**config.mk**
```make
export PLATFORM = sky130hd
export DESIGN_NAME = slow_mult_acc
export DESIGN_NICKNAME = d
export VERILOG_FILES = /design/src/rtl/slow_mult_acc.sv
export SDC_FILE = /design/constraint.sdc
export NUM_CORES = 1
export LEC_CHECK = 0
export ABC_AREA = 1
export CAP_MARGIN = 20
export CELL_PAD_IN_SITES_DETAIL_PLACEMENT = 2
export CELL_PAD_IN_SITES_GLOBAL_PLACEMENT = 2
export CORE_MARGIN = 2
export CORE_UTILIZATION = 33
export DETAILED_ROUTE_END_ITERATION = 8
export HOLD_SLACK_MARGIN = 0.15
export PLACE_DENSITY = 0.82
export REMOVE_ABC_BUFFERS = 1
export SYNTH_ARGS = -nofsm -noshare
export SYNTH_HDL_FRONTEND = slang
export SYNTH_SLANG_ARGS = --single-unit
```
**constraint.sdc**
```tcl
create_clock -name clk -period 3.7 [get_ports clk]
set_input_delay 0.555 -clock clk [delete_from_list [all_inputs] [get_ports clk]]
set_output_delay 0.555 -clock clk [all_outputs]
set_load 0.01 [all_outputs]
```
**src/rtl/slow_mult_acc.sv**
```systemverilog
// Shift-and-add multiply-accumulate: prod = A*B + C over W fixed iterations.
// Shares the start/valid handshake of the slow restoring divider so one controller can drive both.
module slow_mult_acc #(
    parameter int W = 4
) (
    input  logic             clk,
    input  logic             rst,
    input  logic             start,
    input  logic [W-1:0]     A,
    input  logic [W-1:0]     B,
    input  logic [W-1:0]     C,
    output logic             busy,
    output logic             valid,
    output logic [2*W-1:0]   prod
);

    localparam int CW = (W > 1) ? $clog2(W) : 1;
    localparam logic [CW-1:0] CNT_LAST = CW'(W - 1);

    typedef enum logic [1:0] {
        IDLE = 2'd0,
        CALC = 2'd1,
        DONE = 2'd2
    } state_t;

    state_t            state_r;
    logic [2*W-1:0]    acc_r;
    logic [2*W-1:0]    mcand_r;
    logic [W-1:0]      mplier_r;
    logic [CW-1:0]     cnt_r;
    logic              busy_r;
    logic              valid_r;
    logic [2*W-1:0]    prod_r;
    logic [2*W-1:0]    acc_next_s;

    assign busy  = busy_r;
    assign valid = valid_r;
    assign prod  = prod_r;

    // Partial-product add for the current multiplier bit.
    always_comb begin
        acc_next_s = acc_r;
        if (mplier_r[0]) begin
            acc_next_s = acc_r + mcand_r;
        end else begin
            acc_next_s = acc_r;
        end
    end

    // Control FSM and datapath registers; outputs are registered here.
    always_ff @(posedge clk) begin
        if (rst) begin
            state_r  <= IDLE;
            acc_r    <= {(2*W){1'b0}};
            mcand_r  <= {(2*W){1'b0}};
            mplier_r <= {W{1'b0}};
            cnt_r    <= {CW{1'b0}};
            busy_r   <= 1'b0;
            valid_r  <= 1'b0;
            prod_r   <= {(2*W){1'b0}};
        end else begin
            case (state_r)
                IDLE, DONE: begin
                    if (start) begin
                        acc_r    <= {{W{1'b0}}, C};
                        mcand_r  <= {{W{1'b0}}, A};
                        mplier_r <= B;
                        cnt_r    <= {CW{1'b0}};
                        valid_r  <= 1'b0;
                        busy_r   <= 1'b1;
                        state_r  <= CALC;
                    end else begin
                        state_r  <= state_r;
                    end
                end
                CALC: begin
                    // start is deliberately ignored here so the operation in flight completes.
                    acc_r    <= acc_next_s;
                    mcand_r  <= mcand_r << 1;
                    mplier_r <= mplier_r >> 1;
                    cnt_r    <= cnt_r + CW'(1);
                    if (cnt_r == CNT_LAST) begin
                        prod_r  <= acc_next_s;
                        valid_r <= 1'b1;
                        busy_r  <= 1'b0;
                        state_r <= DONE;
                    end else begin
                        state_r <= CALC;
                    end
                end
                default: begin
                    state_r <= IDLE;
                    busy_r  <= 1'b0;
                    valid_r <= 1'b0;
                end
            endcase
        end
    end

endmodule
```
* Word level (Yosys, flattened, before mapping)
Cells that the tools add are included.
** Operators by class
- $add $sub $neg :: 2
- Equal/unequal tests :: 5
- Mux-type cells :: 18
- Reduce and logical (&&, ||, !) cells :: 6
** Operators with widths (count)
- case mux 8 bit (2 select lines) :: 2
- 2-to-1 mux 8 bit :: 3
- adder 8 bit :: 1
- case mux 2 bit (2 select lines) :: 2
- case mux 4 bit (2 select lines) :: 1
- 2-to-1 mux 2 bit :: 3
- AND reduction 2 bit :: 3
- == test 2 bit (second input constant) :: 2
- 2-to-1 mux 1 bit :: 4
- 2-to-1 mux 4 bit :: 1
- != test 2 bit (second input constant) :: 2
- case mux 1 bit (2 select lines) :: 2
- adder 2 x 1 -> 2 bit (second input constant) :: 1
- == test 2 x 1 -> 1 bit (second input constant) :: 1
- logical NOT 2 bit :: 1
- nonzero test 2 bit :: 1
- OR reduction 2 bit :: 1
** Word-level totals
- Register bits :: 34
- Input port bits :: 15
- Output and inout port bits :: 10
- Word-level logic and storage cells :: 39

* Logic depth before layout (Yosys ltp)
Gate-level depths: netlist (run 1).
- Depth in word-level cells :: 4
- Depth in mapped cells :: 14
- Depth with buffers taken out :: 14

* Worst setup path after synthesis (run 1)
OpenSTA, ideal clock, no wires.
- Path kind :: register to register
- Start point :: register mcand_r[0]
- End point :: register prod_r[6] (netlist: prod[6])
- Setup time :: 0.109 ns
- Arrival :: 1.521 ns
- Required time :: 3.591 ns
- Setup slack :: 2.070 ns
- Stages on the path, launching flop included :: 14
- Path buffers :: 0
- Clock period less this slack :: 1.630 ns
- Path through :: dfxtp_1 > ha_1 > inv_1 > fa_1 > inv_1 > nand2_1 > nand2_1 > nand3b_1 > nand3_1 > nand3_1 > nand2_1 > nand2_1 > nand2_1 > inv_1
** Between the ends
- Longest elaborated chain between the ends :: 2
** RTL lines
- from (decl) :: RTL line 28 : logic [2*W-1:0] mcand_r;
- from (signal assigned) :: RTL line 55 : mcand_r <= {(2*W){1'b0}};
- from (signal assigned) :: RTL line 66 : mcand_r <= {{W{1'b0}}, A};
- from (signal assigned) :: RTL line 79 : mcand_r <= mcand_r << 1;
- adder 8 bit :: RTL line 44 : acc_next_s = acc_r + mcand_r;
- 2-to-1 mux 8 bit :: RTL line 43 : if (mplier_r[0]) begin
- to (signal assigned) :: RTL line 60 : prod_r <= {(2*W){1'b0}};
- to (signal assigned) :: RTL line 83 : prod_r <= acc_next_s;
- to (decl) :: RTL line 33 : logic [2*W-1:0] prod_r;
No other way between the ends.
A chain may end at the register's enable or synchronous reset.

* Final worst setup path (run 1)
Same ends and word-level chain as after synthesis.

==> results.py, run 1 <==
metrics = {
    "logic_synthesis": {
        "synth_xor_area_share_pct": 0.490,
        "syn_area_um2": 1790,
        "synth_mux_area_share_pct": 0,
        "ys.flop_type": "dfxtp_1",
        "postSynthAreaPerCell_um2": 7.38,
        "synth-async-reset-ratio_pct": 0,
        "synth_edf_count": 0,
        "ys_ff_latch": 34,
        "synthAdderAreaFrac_pct": 6.72,
        "yosysWarnings": 0,
        "synth_simple_gate_area_share_pct": 27.5,
        "synth_top_family_by_area": "simple AND/OR/NAND/NOR gates",
        "yosysSeqAreaShare_pct": 38.1,
        "synth.distinct_cells": 34,
        "netlist_instances": 242,
        "synth_compound_area_share_pct": 17.6,
    },
    "clock_network": {
        "ctsResizeCount": 0,
        "path_clk_slew_ns": 0.08,
        "clk_latency_ns": 0.29,
        "ctsHoldBuffers": 0,
        "cts_buffer_depth": 2,
        "cts_tree": "done",
        "cts_sinks": 34,
        "clockRootBuffer": "clkbuf_8",
        "cts_buffers": 5,
        "post_cts.repair.setup_buffers": 0,
        "ctsHtreeMaxLevel": 2,
    },
    "sta": {
        "grt_setup_unrepaired": "false",
        "period_share_pct": 52.9,
        "drv_slew": 0,
        "worstMarginPinSlew_ns": 0.556,
        "setup_violations": 0,
        "fin_skew_ns": 0.00791,
        "final.setup.tns_ns": 0,
        "min_period_ns": 1.96,
        "setup_ws_ns": 1.74,
        "maxSlewHeadroom_pct": 62.9,
        "fmax_ghz": 0.511,
        "hold_viol_final": 0,
    },
    "drt": {
        "wl_um": 5370,
        "drc": 0,
        "wl_met1_um": 2470,
        "drt_first_pass_iters": 4,
        "wl_met2_um": 2720,
        "via_count": 1700,
        "wl_met3_um": 102,
        "first_iter_violations": 38,
        "highest_layer": "met4",
        "post_drt_wl_per_cell_um": 16.0,
        "viasPerCell": 5.06,
        "ant_nets": 0,
    },
    "floorplanning": {
        "fp.dieW_um": 77.6,
        "die_h_um": 77.6,
        "dieArea_um2": 6020,
        "core_region_area_um2": 5170,
        "start_util_pct": 34.5,
        "pin_count": 25,
        "rows": 26,
    },
    "worst_setup_path": {
        "path_cells": "ha_1 -> inv_1 -> fa_1 -> inv_1 -> nand2_1 -> nand2_1 -> nand3b_1 -> nand3_1 -> nand3_1 -> nand2_1 -> nand2_1 -> nand2_1 -> inv_1",
        "endpoint_kind": "flop",
        "crit_top_cell": "nand2_1",
        "r2r-end": "prod[6]",
        "slowest_delay_ns": 0.37,
        "cp_slowest_cell": "fa_1",
        "arrival_ns": 2.16,
        "critPathBufInv": 3,
        "crit-reg2reg-launch": "mcand_r[0]",
        "crit_family": "simple AND/OR/NAND/NOR gates",
        "path_max_fanout": 3,
        "rrSetupSlack_ns": 1.74,
        "reg2regPathDepth": 13,
        "critPathLaunchType": "flop",
        "cp-startpoint": "mcand_r[0]",
        "worstSetupPathType": "reg -> reg",
        "crit_required_ns": 3.90,
    },
    "final_layout": {
        "syn2layout_area_growth_pct": 21.4,
        "antenna_cells": 0,
        "final_common_cell": "nand2_1",
        "nFillCells": 613,
        "final_cell_mix": "64 x nand2_1, 34 x dfxtp_1, 26 x inv_1",
        "postLayoutCoreUtil_pct": 41.9,
        "layout-drive-gt1-share_pct": 9.77,
        "nets": 289,
    },
    "min_path": {
        "hold_end": "mplier_r[3]",
        "min_from": "mplier_r[3]",
        "min_path_type": "reg -> reg",
        "whs_path_depth": 2,
    },
    "power": {
        "cellLeakagePower_uw": 0.000924,
        "power_density_nw_per_um2": 410,
        "power.total_uw": 891,
        "ir_worst_vdd_mv": 0.199,
    },
    "placed_design": {
        "place_ws_ns": 1.63,
        "port_buffers": 24,
        "dp_hpwl_um": 3950,
        "place_congestion": 0.739,
    },
    "grt": {
        "grt_overflow": 0,
        "grt_first_pass_wirelength_um": 8890,
        "antenna_found_initial": 0,
        "grt_max_degree": 21,
        "grt_pass1_vias": 1799,
        "grtUsageTotal_pct": 18.9,
    },
    "outcome": {
        "status": "complete, no violations",
    },
    "flow_run": {
        "cap_violations": 0,
    },
}
tightest hold or removal path: stages, from the launching register on:
cell and delay, ns:
dfxtp_1 0.31, nand2_1 0.06, a21oi_1 0.05
where the power goes:
group / switching [uW] / internal, uW / total, uW
sequential: 19.0 / 384 / 403
combinational: 87.7 / 57.4 / 145
clock: 144 / 198 / 342
total: 251 / 640 / 891
routing by layer:
layer	up-vias	global-route usage [%]
met4	0	6.43
met3	7	2.91
met2	18	33.0
met1	833	23.7
met5	-	0
li1	842	-
flip-flops by register name (all words and copies together), names as in the netlist:
signal and count:
valid 1, prod 8, cnt_r 2, mplier_r 4, acc_r 8, state_r 2
mcand_r 8, busy 1
per-stage QoR:
stage               instance area [um2]  hold WS [ns]  instances
global placement                   2060         0.451        328
global route                       2170         0.489        336
detailed placement                 2060         0.456        328
finish                             2170         0.471        336
CTS                                2170         0.472        336
floorplan                          1730         0.430        233
worst max-delay path by stage:
stage | endpoint | depth (start not counted)
2_1_floorplan | prod[6] | 13
3_3_place_gp | acc_r[0] | 7
3_5_place_dp | acc_r[0] | 7
4_1_cts | prod[6] | 13
5_1_grt | prod[6] | 13
6_report | prod[6] | 13
layout make-up:
class                           count  area [um2]  share of cell area (%)
Clock buffer                        5        68.8                    3.17
Sequential cell                    34         681                    31.4
Multi-Input combinational cell    170         935                    43.1
Tap cell                           70        87.6                    4.04
Timing Repair Buffer               25         248                    11.4
Clock inverter                      3        40.0                    1.85
Inverter                           29         110                    5.07
synthesized netlist by cell type (all sizes together), types with 4 or more instances:
cell type  number  area (um2)
nor3            6        30.0
o21a            5        37.5
or2             7        43.8
o221ai          4        35.0
dfxtp          34         681
clkbuf          4        15.0
o21ai          11        58.8
nand2          67         269
buf             5        46.3
inv            28         105
nor2           11        48.8
a21oi          21         116
ha              8         100
nand3          17        85.1
logic make-up (layout without fill, tap and decap cells):
family | after synthesis | after routing
compound gates | 50 | 50
xor+xnor | 1 | 1
fa+ha+maj | 9 | 9
buf+inv | 38 | 62
flops | 34 | 34
simple gates | 110 | 110
(Power assumes the default switching activity.)
==> inputs of run 2 (changes only) <==
- CORE_UTILIZATION: 33 -> 31
- PLACE_DENSITY: 0.82 -> 0.77
- clock period: 3.7 -> 2.03 ns (I/O delays scaled with it)
==> results.py, run 2 (synthesized netlist as in run 1, its figures left out) <==
metrics = {
    "outcome": {
        "status": "complete, no violations",
    },
    "sta": {
        "fin_skew_ns": 0.00248,
        "grt_setup_unrepaired": "false",
        "setup_violations": 0,
        "final.setup.tns_ns": 0,
        "period_share_pct": 90.0,
        "holdWs_ns": 0.471,
        "hold_viol_final": 0,
        "maxSlewHeadroom_pct": 63.3,
        "fmax_ghz": 0.548,
        "drv_slew": 0,
        "min_period_ns": 1.83,
        "worstMarginPinSlew_ns": 0.550,
    },
    "clock_network": {
        "path_clk_slew_ns": 0.07,
        "post_cts.repair.setup_buffers": 0,
        "cts_buffers": 5,
        "clockRootBuffer": "clkbuf_8",
        "clk_latency_ns": 0.29,
        "cts_buffer_depth": 2,
        "cts_tree": "done",
        "ctsHtreeMaxLevel": 2,
        "cts_sinks": 34,
    },
    "drt": {
        "viasPerCell": 5.00,
        "via_count": 1714,
        "ant_nets": 0,
        "wl_um": 5480,
        "first_iter_violations": 40,
        "post_drt_wl_per_cell_um": 16.0,
        "drt_first_pass_iters": 5,
        "drc": 0,
    },
    "worst_setup_path": {
        "reg2regPathDepth": 13,
        "cp_slowest_cell": "dfxtp_1",
        "slowest_delay_ns": 0.36,
        "worstSetupPathType": "reg -> reg",
        "endpoint_kind": "flop",
        "crit_required_ns": 2.22,
        "crit_top_cell": "nand2_1",
        "path_max_fanout": 3,
        "arrival_ns": 2.02,
        "critPathLaunchType": "flop",
        "path_cells": "ha_2 -> inv_1 -> fa_1 -> inv_1 -> nand2_1 -> nand2_1 -> nand3b_1 -> nand3_1 -> nand3_1 -> nand2_1 -> nand2_1 -> nand2_1 -> inv_1",
    },
    "power": {
        "ir_worst_vdd_mv": 0.323,
        "power_density_nw_per_um2": 704,
        "power.total_uw": 1550,
        "cellLeakagePower_uw": 0.000937,
    },
    "grt": {
        "grt_max_degree": 20,
        "antenna_found_initial": 0,
        "grt_overflow": 0,
        "grt_pass1_vias": 1883,
        "grtUsageTotal_pct": 19.0,
        "grt_first_pass_wirelength_um": 9180,
    },
    "final_layout": {
        "syn2layout_area_growth_pct": 22.9,
        "final_common_cell": "nand2_1",
        "antenna_cells": 0,
        "final_cell_mix": "64 x nand2_1, 33 x dfxtp_1, 26 x inv_1",
        "nFillCells": 672,
        "nets": 294,
        "layout-drive-gt1-share_pct": 11.8,
    },
    "placed_design": {
        "dp_hpwl_um": 4070,
        "port_buffers": 24,
        "place_congestion": 0.725,
    },
    "min_path": {
        "whs_path_depth": 1,
        "min_path_type": "reg -> reg",
    },
    "floorplanning": {
        "fp.dieW_um": 79.9,
        "pin_count": 25,
        "start_util_pct": 32.2,
        "core_region_area_um2": 5540,
        "die_h_um": 79.9,
        "rows": 27,
        "dieArea_um2": 6390,
    },
    "flow_run": {
        "cap_violations": 0,
    },
}
run 2: cell types whose count changed in the layout (fill, tap and decap cells not counted), sizes merged:
cell    previous run  this run
clkinv             3         2
buf                1         6
bufinv             1         0
clkbuf             5         7
run 2: metrics by stage:
stage | utilization [%] | cells | cell area [um2] | worst slack, ns
global route | 39.6 | 343 | 2200 | 0.0233
floorplan | - | 233 | 1730 | 0.389
CTS | 39.6 | 343 | 2190 | 0.166
global placement | 37.9 | 335 | 2100 | 0.267
finish | 39.6 | 343 | 2200 | 0.204
detailed placement | 37.9 | 335 | 2100 | 0.205
run 2: final timing paths:
check	startpoint	end	slack [ns]
worst min-delay path	cnt_r[0]	cnt_r[0]	0.47
worst max register to register	acc_r[0]	prod[6]	0.20
worst min register to register	cnt_r[0]	cnt_r[0]	0.47
worst max-delay path	acc_r[0]	prod[6]	0.20
run 2: worst max-delay path: cells and delay by family (launching register included):
kind                       cells  cell delay, ns
adders and majority gates      2            0.56
buffers and inverters          3            0.17
DFF                            1            0.36
and+or+nand+nor                8            0.65
run 2: where the power goes:
group | switching [uW] | total [uW] | internal [uW]
registers | 35.3 | 736 | 700
clock network | 259 | 533 | 274
logic | 163 | 277 | 114
run 2: per-layer routing:
metal | vias up | share of wire, % | GRT usage [%]
met1 | 827 | 46 | 23.1
met2 | 28 | 50 | 33.3
li1 | 848 | - | -
met4 | 0 | 1.8 | 6.78
met3 | 11 | 2.0 | 3.17
met5 | - | 0 | 0
run 2: area by class of cell:
class / instances / area, um2 / share of cell area, %
inverters: 29 / 110 / 5.01
clock buffers: 7 / 86.3 / 3.93
well taps: 72 / 90.1 / 4.10
clock inverters: 1 / 5.00 / 0.228
multi-input cells: 170 / 937 / 42.7
repair buffers: 30 / 285 / 13.0
flip-flops and latches: 34 / 682 / 31.1
run 2: what timing repair did:
| action | CTS | global route |
|---|---|---|
| setup endpoints to repair | 0 | 2 |
| hold buffers | 0 | 0 |
| gates resized for setup | 0 | 2 |
==> inputs of run 3 (changes only) <==
- CORE_ASPECT_RATIO: unset -> 0.7
==> results.py, run 3 (synthesized netlist as in run 1, its figures left out) <==
metrics = {
    "drt": {
        "drc": 0,
        "viasPerCell": 4.97,
        "post_drt_wl_per_cell_um": 15.9,
        "ant_nets": 0,
        "first_iter_violations": 25,
        "via_count": 1718,
        "drt_first_pass_iters": 4,
        "wl_um": 5490,
    },
    "worst_setup_path": {
        "crit_required_ns": 2.21,
        "reg2regPathDepth": 13,
        "crit-reg2reg-launch": "mcand_r[0]",
        "arrival_ns": 2.00,
        "rrSetupSlack_ns": 0.21,
        "path_max_fanout": 3,
        "r2r-end": "prod[6]",
        "critPathLaunchType": "flop",
        "worstSetupPathType": "reg -> reg",
        "endpoint_kind": "flop",
    },
    "final_layout": {
        "ff_latch_area_um2": 682,
        "antenna_cells": 0,
        "layout-drive-gt1-share_pct": 12.2,
        "nFillCells": 686,
        "final_common_cell": "nand2_1",
        "syn2layout_area_growth_pct": 23.2,
        "multi_input_area_um2": 940,
        "nets": 294,
        "final_cell_mix": "63 x nand2_1, 33 x dfxtp_1, 26 x inv_1",
    },
    "sta": {
        "drv_slew": 0,
        "fin_skew_ns": 0.00754,
        "grt_setup_unrepaired": "false",
        "worstMarginPinSlew_ns": 0.553,
        "holdWs_ns": 0.472,
        "min_period_ns": 1.82,
        "hold_viol_final": 0,
        "fmax_ghz": 0.548,
        "period_share_pct": 89.8,
        "setup_violations": 0,
        "maxSlewHeadroom_pct": 63.1,
        "final.setup.tns_ns": 0,
    },
    "clock_network": {
        "cts_tree": "done",
        "cts_buffers": 5,
        "cts_buffer_depth": 2,
        "clockRootBuffer": "clkbuf_8",
        "clk_latency_ns": 0.28,
        "ctsHtreeMaxLevel": 2,
        "path_clk_slew_ns": 0.07,
        "cts_sinks": 34,
    },
    "placed_design": {
        "place_congestion": 0.716,
        "dp_hpwl_um": 4090,
        "port_buffers": 24,
    },
    "flow_run": {
        "cap_violations": 0,
    },
    "grt": {
        "antenna_found_initial": 0,
        "grt_pass1_vias": 1837,
        "grtUsageTotal_pct": 18.5,
        "grt_max_degree": 20,
        "grt_overflow": 0,
        "grt_first_pass_wirelength_um": 8910,
    },
    "outcome": {
        "status": "complete, no violations",
    },
    "floorplanning": {
        "pin_count": 25,
        "core_region_area_um2": 5640,
        "start_util_pct": 31.7,
        "die_h_um": 67.5,
        "fp.dieW_um": 94.7,
        "rows": 23,
        "dieArea_um2": 6400,
    },
    "power": {
        "power_density_nw_per_um2": 696,
        "cellLeakagePower_uw": 0.000937,
        "ir_worst_vdd_mv": 0.274,
    },
    "min_path": {
        "hold_end": "busy",
        "min_path_type": "reg -> reg",
        "whs_path_depth": 2,
        "min_from": "busy",
    },
}
run 3: power by group:
| part | switching [uW] | internal, uW |
|---|---|---|
| registers | 34.5 | 700 |
| logic | 162 | 112 |
| clock network | 250 | 274 |
run 3: worst max-delay path by stage:
stage	from	end
after floorplan	mcand_r[0]	prod[6]
after global placement	mcand_r[0]	prod[6]
after detailed placement	mcand_r[0]	prod[6]
after CTS	mcand_r[0]	prod[6]
after global routing	acc_r[0]	prod[6]
final	mcand_r[0]	prod[6]
run 3: per-layer routing:
| layer | up-vias | part of all wire [%] | GRT usage [%] |
|---|---|---|---|
| met2 | 19 | 49 | 33.7 |
| met5 | - | 0 | 0 |
| met4 | 0 | 0.35 | 3.26 |
| met1 | 849 | 48 | 23.1 |
| li1 | 848 | - | - |
| met3 | 2 | 2.3 | 3.68 |
run 3: timing repair:
item                       in CTS  in global routing
setup buffers                   0                  1
hold buffers                    0                  0
setup endpoints to repair       0                  2
resized for setup               0                  3
hold endpoints to repair        0                  0
run 3: metrics by stage:
step / utilization, % / setup slack (ns) / power, uW / instance area [um2] / std cells
after global routing: 39.0 / 0.00226 / 1620 / 2200 / 346
after global placement: 37.2 / 0.237 / 1010 / 2100 / 337
after floorplan: - / 0.389 / 904 / 1730 / 233
after CTS: 38.8 / 0.118 / 1550 / 2190 / 345
after detailed placement: 37.2 / 0.153 / 1030 / 2100 / 337
final: 39.0 / 0.207 / 1530 / 2200 / 346
run 3: area by class of cell:
class | count | area share (%)
clock buffers | 7 | 3.92
well taps | 75 | 4.26
clock inverters | 1 | 0.227
inverters | 29 | 5.00
multi-input cells | 170 | 42.7
flip-flops and latches | 34 | 31.0
repair buffers | 30 | 13.0
run 3: critical path, stage by stage, from the launching register on:
cell      delay (ns)
dfxtp_2         0.35
ha_2            0.19
inv_1           0.05
fa_1            0.36
inv_1           0.08
nand2_1         0.08
nand2_2         0.08
nand3b_1        0.10
nand3_1         0.08
nand3_1         0.10
nand2_1         0.09
nand2_1         0.05
nand2_1         0.07
inv_1           0.03
